[config.mk]
export PLATFORM = sky130hd
export DESIGN_NAME = huffman_encoder
export DESIGN_NICKNAME = d
export VERILOG_FILES = /design/src/rtl/huff_pkg.sv /design/src/rtl/huff_code_rom.sv /design/src/rtl/huffman_encoder.sv
export SDC_FILE = /design/constraint.sdc
export NUM_CORES = 1
export LEC_CHECK = 0
export ABC_AREA = 1
export CAP_MARGIN = 20
export CORE_MARGIN = 3
export CORE_UTILIZATION = 30
export DETAILED_ROUTE_END_ITERATION = 12
export HOLD_SLACK_MARGIN = 0.15
export PLACE_DENSITY = 0.49
export SYNTH_ARGS = -nofsm -noshare
export SYNTH_HDL_FRONTEND = slang
export SYNTH_SLANG_ARGS = --single-unit
[constraint.sdc]
create_clock -name clk -period 1.4 [get_ports clk]
set_clock_uncertainty 0.05 [all_clocks]
set_input_delay 0.28 -clock clk [delete_from_list [all_inputs] [get_ports clk]]
set_output_delay 0.28 -clock clk [all_outputs]
set_load 0.05 [all_outputs]
[src/rtl/huff_pkg.sv]
// Shared Huffman code definitions for the encoder/decoder pair: symbol width,
// left-aligned codewords and their lengths, plus the illegal-symbol encoding.
package huff_pkg;

    localparam int SYM_W   = 3;
    localparam int MAX_LEN = 4;
    localparam int LEN_W   = 3;

    typedef logic [SYM_W-1:0]   sym_t;
    typedef logic [MAX_LEN-1:0] code_t;
    typedef logic [LEN_W-1:0]   len_t;

    // Codewords are left-aligned so the transmit bit is always code[MAX_LEN-1].
    localparam code_t CODE_1 = 4'b0000;
    localparam code_t CODE_2 = 4'b1010;
    localparam code_t CODE_3 = 4'b1000;
    localparam code_t CODE_4 = 4'b1110;
    localparam code_t CODE_5 = 4'b1101;
    localparam code_t CODE_6 = 4'b1100;

    localparam len_t LEN_1 = 3'd1;
    localparam len_t LEN_2 = 3'd3;
    localparam len_t LEN_3 = 3'd3;
    localparam len_t LEN_4 = 3'd3;
    localparam len_t LEN_5 = 3'd4;
    localparam len_t LEN_6 = 3'd4;

    localparam code_t CODE_ILLEGAL = 4'b0000;
    localparam len_t  LEN_ILLEGAL  = 3'd0;

    typedef enum logic {
        ST_IDLE,
        ST_SHIFT
    } enc_state_t;

    typedef struct packed {
        code_t code;
        len_t  len;
        logic  legal;
    } rom_entry_t;

    function automatic rom_entry_t code_lookup(input sym_t s);
        rom_entry_t e;
        case (s)
            3'd1:    e = '{code: CODE_1, len: LEN_1, legal: 1'b1};
            3'd2:    e = '{code: CODE_2, len: LEN_2, legal: 1'b1};
            3'd3:    e = '{code: CODE_3, len: LEN_3, legal: 1'b1};
            3'd4:    e = '{code: CODE_4, len: LEN_4, legal: 1'b1};
            3'd5:    e = '{code: CODE_5, len: LEN_5, legal: 1'b1};
            3'd6:    e = '{code: CODE_6, len: LEN_6, legal: 1'b1};
            default: e = '{code: CODE_ILLEGAL, len: LEN_ILLEGAL, legal: 1'b0};
        endcase
        return e;
    endfunction

endpackage

[src/rtl/huff_code_rom.sv]
// Combinational symbol-to-codeword table: sym -> {code, len, legal}.
module huff_code_rom
    import huff_pkg::*;
(
    input  logic [SYM_W-1:0]   sym,
    output logic [MAX_LEN-1:0] code,
    output logic [LEN_W-1:0]   len,
    output logic               legal
);

    rom_entry_t entry;

    always_comb begin
        entry = code_lookup(sym);
    end

    assign code  = entry.code;
    assign len   = entry.len;
    assign legal = entry.legal;

endmodule

[src/rtl/huffman_encoder.sv]
// Serial Huffman encoder: symbols in over valid/ready, codewords out MSB-first
// one bit per clock with no gaps between back-to-back symbols.
// Optional sticky illegal-symbol flag 'err' is built when HUFF_ENC_ERR_EN is defined.
module huffman_encoder
    import huff_pkg::*;
#(
    parameter logic IDLE_BIT = 1'b1
) (
    input  logic             clk,
    input  logic             reset,
    input  logic [SYM_W-1:0] sym,
    input  logic             sym_valid,
    output logic             sym_ready,
    output logic             x,
    output logic             x_valid,
    output logic             x_last
`ifdef HUFF_ENC_ERR_EN
    ,
    output logic             err
`endif
);

    enc_state_t state;
    enc_state_t next_state;

    code_t shreg;
    code_t next_shreg;
    len_t  cnt;
    len_t  next_cnt;
    logic  next_x;
    logic  next_x_valid;
    logic  next_x_last;

    code_t rom_code;
    len_t  rom_len;
    logic  rom_legal;
    logic  accept;
    logic  load;

    huff_code_rom u_rom (
        .sym   (sym),
        .code  (rom_code),
        .len   (rom_len),
        .legal (rom_legal)
    );

    // Ready depends only on state so a sender may wait on it before raising valid.
    assign sym_ready = (state == ST_IDLE) || (cnt == 3'd1);
    assign accept    = sym_valid && sym_ready;
    assign load      = accept && rom_legal;

    always_ff @(posedge clk) begin
        if (!reset) begin
            state <= ST_IDLE;
        end else begin
            state <= next_state;
        end
    end

    always_comb begin
        next_state = state;
        case (state)
            ST_IDLE: begin
                if (load) begin
                    next_state = ST_SHIFT;
                end
            end
            ST_SHIFT: begin
                if ((cnt == 3'd1) && !load) begin
                    next_state = ST_IDLE;
                end
            end
            default: next_state = ST_IDLE;
        endcase
    end

    // A legal accept always wins: it can only happen in IDLE or on the final bit,
    // which is what lets a new codeword follow the old one without a bubble.
    always_comb begin
        next_shreg   = shreg;
        next_cnt     = cnt;
        next_x       = x;
        next_x_valid = x_valid;
        next_x_last  = x_last;
        if (load) begin
            next_x       = rom_code[MAX_LEN-1];
            next_shreg   = rom_code << 1;
            next_cnt     = rom_len;
            next_x_valid = 1'b1;
            next_x_last  = (rom_len == 3'd1);
        end else if ((state == ST_SHIFT) && (cnt > 3'd1)) begin
            next_x       = shreg[MAX_LEN-1];
            next_shreg   = shreg << 1;
            next_cnt     = cnt - 3'd1;
            next_x_valid = 1'b1;
            next_x_last  = (cnt == 3'd2);
        end else begin
            next_x       = IDLE_BIT;
            next_shreg   = '0;
            next_cnt     = '0;
            next_x_valid = 1'b0;
            next_x_last  = 1'b0;
        end
    end

    always_ff @(posedge clk) begin
        if (!reset) begin
            shreg   <= '0;
            cnt     <= '0;
            x       <= IDLE_BIT;
            x_valid <= 1'b0;
            x_last  <= 1'b0;
        end else begin
            shreg   <= next_shreg;
            cnt     <= next_cnt;
            x       <= next_x;
            x_valid <= next_x_valid;
            x_last  <= next_x_last;
        end
    end

`ifdef HUFF_ENC_ERR_EN
    always_ff @(posedge clk) begin
        if (!reset) begin
            err <= 1'b0;
        end else if (accept && !rom_legal) begin
            err <= 1'b1;
        end
    end
`endif

endmodule

* Yosys cells after proc, flatten, opt, wreduce, memory -nomap -nowiden *
Cells that the tools add are included.
W data, S select, Z words.

storage, ports and cells
  output and inout port bits = 4
  register bits after elaboration = 11
  logic and storage cells = 41

operators by class
  mux-type cells = 14
  reductions and logical operators = 7
  add/subtract/negate cells = 1
  $lt $le $gt $ge = 1
  bitwise operators = 2
  equal/unequal tests = 9

operator list
  kind                   count
  $pmux W8 S6            1
  $eq A3 B1 Y1 const B   3
  $eq A3 B2 Y1 const B   3
  $eq A3 B3 Y1 const B   3
  $mux W1                8
  $mux W4                2
  $mux W3                2
  $logic_and A1 B1 Y1    4
  $gt A3 B1 Y1 const B   1
  $sub A3 B1 Y3 const B  1
  $not A1 Y1             2
  $pmux W1 S2            1
  $reduce_or A2 Y1       1
  $logic_not A1 Y1       1
  $logic_or A1 B1 Y1     1

* Logic depth before layout (Yosys ltp) *
  depth in word-level cells = 8
  gate-level depth with buffers = 8
  mapped depth without buffers = 8

* Hierarchy *
A second synthesis with hierarchy kept.

second synthesis, totals
  cells, all modules = 80
  area, all modules = 586.8 sq um

modules (own cells, without submodules)
  module           instances  seq. area each (sq um)  area each (sq um)  cells an instance
  huffman_encoder  1          200.2                   481.7              57
  huff_code_rom    1          0.0                     105.1              23

* Least setup slack after synthesis *
OpenSTA, ideal clock, no wires.

  path type = flip-flop to flip-flop
  start point = register cnt[1]
  end point = register cnt[2]
  arrival = 1.451 ns
  period minus slack after synthesis = 1.570 ns
  buffers on the path = 0
  setup slack = -0.170 ns
  stages on the path, launching flop included = 9
  data required time = 1.280 ns
  path through = dfxtp_1 inv_1 ha_1 nand2_2 nand2_1 nand2_1 nor2_1 inv_1 a21oi_1

between the ends
  cells in the longest elaborated chain, start to end = 5
  elaborated cells on any way between the ends = 9
  those cells by class = 1 x add/sub; 1 x order compare; 1 x eq/ne; 2 x mux; 4 x reduce/logical

ends and longest elaborated chain
  item                      line                    text
  start: declaration        huffman_encoder.sv:28   len_t cnt;
  start signal: assignment  huffman_encoder.sv:115  cnt <= next_cnt;
  $eq A3 B1 Y1              huffman_encoder.sv:48   assign sym_ready = (state == ST_IDLE) || (cnt == 3'd1);
  $logic_or A1 B1 Y1        huffman_encoder.sv:48
  named net sym_ready       huffman_encoder.sv:13   output logic sym_ready,
  $logic_and A1 B1 Y1       huffman_encoder.sv:49   assign accept = sym_valid && sym_ready;
  $logic_and A1 B1 Y1       huffman_encoder.sv:50   assign load = accept && rom_legal;
  $mux W3                   huffman_encoder.sv:85   if (load) begin

The timed path passes the listed nets, and every way through them passes these cells.
A chain may end at the register's enable or synchronous reset.

* Final worst setup path *
  start point = register cnt[1]
  end point = output sym_ready

between the ends
  cells in the longest elaborated chain, start to end = 2

ends and longest elaborated chain
  item                line
  $eq A3 B1 Y1        huffman_encoder.sv:48
  $logic_or A1 B1 Y1  huffman_encoder.sv:48
  end: declaration    huffman_encoder.sv:13

Every way passes these cells.

==> parameters.txt <==
Parameter                              Value

CTS
  Insertion delay to the later sink of the worst-skew pair    260 ps
  CTS tree    yes
  Depth of the CTS H-tree    1
  Bufs on Longest Clock Path    2
  Clock slew at the register clock pins of the worst setup and hold paths    60 ps
  Sinks on the clock net    10
  Number of buffers created by CTS    3
  Master cell of the clock root buffer    clkbuf_4
  Number of buffers inserted by hold repair at cts    0

Logic synthesis
  Sequential-to-total area share from yosys stat    between 30% and 40%
  Post-synthesis sequential element count    10
  Count of yosys warnings during synthesis    0
  Combinational family with the most area after synthesis    simple AND/OR/NAND/NOR gates
  Post-synthesis instance area    around 550 um^2
  Gate count of the mapped netlist    73
  Post-synthesis cell type count    17
  Area share of and/or/nand/nor cells after synthesis    32.42%
  Fraction of post-synthesis cell area in the top cell type by area    roughly 37%
  Multiplexer share of the synthesized area    0%
  Post-Synthesis Net Count    82
  Adder-cell share of the synthesized area    6.849%
  Syn_area_per_cell    7.507 um^2
  Compound-cell area share of the yosys netlist    14.16%
  Leading post-synthesis cells by cell area    dfxtp_1, nand2_1, nand3_1, ha_1, a21oi_1
  Cell accounting for the most synthesized area    dfxtp_1
  Synth Area in XOR/XNOR    3.196%

Timing
  Final Max Tran Viols    0
  Unrepaired setup endpoints after global routing    true
  Final worst-path cycle share    99.38%
  Worst-Margin Slew    316.9 ps
  Achievable frequency    ~700 MHz
  Total count of hold-check failures in the final report    0
  Setup tns final    0 ps
  Min Tclk post-route    roughly 1400 ps
  Final setup vio count    0
  Worst rel slew slack    78.81%

Placement
  Buffers on Ports    9
  GP Congestion    slightly below 0.8
  Number of placed instances with taps included    111
  Hpwl dp    875.7 um
  Placed inst area    about 750 um^2

Layout
  Share of cells above drive strength 1    around 31%
  Top library cells by usage in the layout, fill and taps aside    nand2_1, nand3_1, dfxtp_1, buf_4
  Cell area after layout    832.0 um^2
  Non-filler instance count after layout    between 100 and 150
  Most frequent standard cell in the layout excluding fill and tap cells    nand2_1
  Total number of nets in the final design    ~110
  Area growth from synthesis to layout    51.83%
  Number of diodes    0

Setup path
  Endpoint of the most critical register-to-register path    cnt[0]$_SDFF_PN0_
  Required time of the worst setup path    1070 ps
  Worst reg-to-reg path cell count    9
  Reg2Reg Launch Point    cnt[1]$_SDFF_PN0_
  Type of element launching the critical path    flop
  Type of the worst setup path    reg2out
  Arrival time of the worst setup path    1060 ps
  Worst reg2reg setup slack    about 40 ps
  Maximum fanout along the worst path    2
  Endpoint kind of the worst setup timing path    output pin

Detailed routing
  Count of TritonRoute iterations in the first routing pass    4
  Post-DR vias/cell    roughly 4.4
  Number of DRC violations after detailed-routing iteration 0    8
  Routed length per placed instance    9.517 um
  Routed via count    524
  Detail Route Antenna Nets    0
  Total Routed Length    1123 um
  Count of unresolved DRC violations after routing    0

Global route
  First-pass GRT wire length    ~2000 um
  Via count of the first global-routing pass    502
  Maximum number of pins on one net before global-route repair    9
  Global route total overflow    0
  Initial antenna violation count    0
  Total global routing track utilization    10.73%

Power and ir drop
  Power per cell area    890.5 nW/um^2
  Static leakage    0.3762 nW
  Peak supply drop    0.4872 mV
  Power, Total    0.0007410 W

Floorplan
  Die area    about 2400 um^2
  I/O pin count    10
  Area of the core    roughly 1600 um^2
  Starting density of the core    34.01%
  Die width    slightly below 50 um
  Die Y-Extent    48.74 um
  Number of placement rows    14

Min path
  Worst hold path type    reg2reg
  Hold Path Cell Cnt    2
  Min-Delay Startpoint    shreg[1]$_SDFF_PN0_
  Hold Path Sink    shreg[2]$_SDFF_PN0_

Status
  Status    complete, no violations

Job
  Number of maximum-capacitance violations    0
routing by layer:
layer  global-route usage (%)  share of wire, %  up-vias  routed length, um
li1                         -                 -      278                  -
met5                        0                 0        -                  0
met2                    16.74                51        7                572
met4                    2.844                 0        0                  0
met1                    13.27                45      239                502
met3                    4.908               4.3        0                 48
synthesized netlist by cell type (all sizes together):
| cell | instances |
|---|---|
| nor2 | 5 |
| a21boi | 1 |
| a21o | 1 |
| nand3 | 9 |
| nand3b | 2 |
| nand2 | 20 |
| a21oi | 8 |
| nor3 | 1 |
| inv | 10 |
| ha | 3 |
| nand4 | 1 |
| dfxtp | 10 |
| xor2 | 2 |
state kept, by name, summed over array words and instances (netlist names):
name / cells
x: 1
state: 1
cnt: 3
shreg: 3
x_valid: 1
x_last: 1
metrics by stage:
stage                     worst slack, ps  util [%]  hold WS [ps]
after floorplan                     81.39         -         314.1
after global placement             -168.3     46.74         409.2
after detailed placement           -174.8     46.74         417.2
after CTS                          -2.023     51.16         425.1
after global routing               -60.75     51.63         454.2
final                               8.708     51.63         419.3
final cells by class:
class / count / area (um^2)
fill: 166 / 779.5
clock buffer: 3 / 22.52
multi-input combinational: 53 / 337.8
tap: 24 / 30.03
sequential: 10 / 202.7
timing repair buffer: 18 / 201.4
inverter: 10 / 37.54
worst max path at each step:
| stage | start | slack, ps | end | cells past startpoint |
|---|---|---|---|---|
| final | cnt[1]$_SDFF_PN0_ | 9 | sym_ready | 5 |
| after CTS | cnt[1]$_SDFF_PN0_ | -2 | sym_ready | 5 |
| after detailed placement | sym[2] | -170 | cnt[0]$_SDFF_PN0_ | 8 |
| after global routing | cnt[1]$_SDFF_PN0_ | -60 | cnt[0]$_SDFF_PN0_ | 8 |
| after global placement | sym[2] | -170 | cnt[0]$_SDFF_PN0_ | 8 |
| after floorplan | cnt[1]$_SDFF_PN0_ | 80 | cnt[2]$_SDFF_PN0_ | 8 |
where the power goes:
group / internal [W] / switching (W) / total [W]
Clock: 0.0000986 / 0.0000856 / 0.000184
Sequential: 0.000303 / 0.0000144 / 0.000317
Combinational: 0.000112 / 0.000128 / 0.000240
cells by family (layout without fill, tap and decap cells):
logic type / Yosys count / in the layout
buffers and inverters: 10 / 31
and+or+nand+nor: 38 / 38
xor gates and xnor gates: 2 / 2
adders and majority gates: 3 / 3
AOI/OAI and AO/OA: 10 / 10
DFF: 10 / 10
critical path: stages (launching register included):
cell and delay [ps]:
dfxtp_2 330, inv_2 50, ha_4 160, nand2_4 60, nand2_4 50, buf_12 150
repair_timing:
item,CTS,global route
pin swaps,1,4
setup buffers,4,0
resized for setup,5,3
endpoints found under the setup margin,2,8
Power figures use the tool's default switching activity.
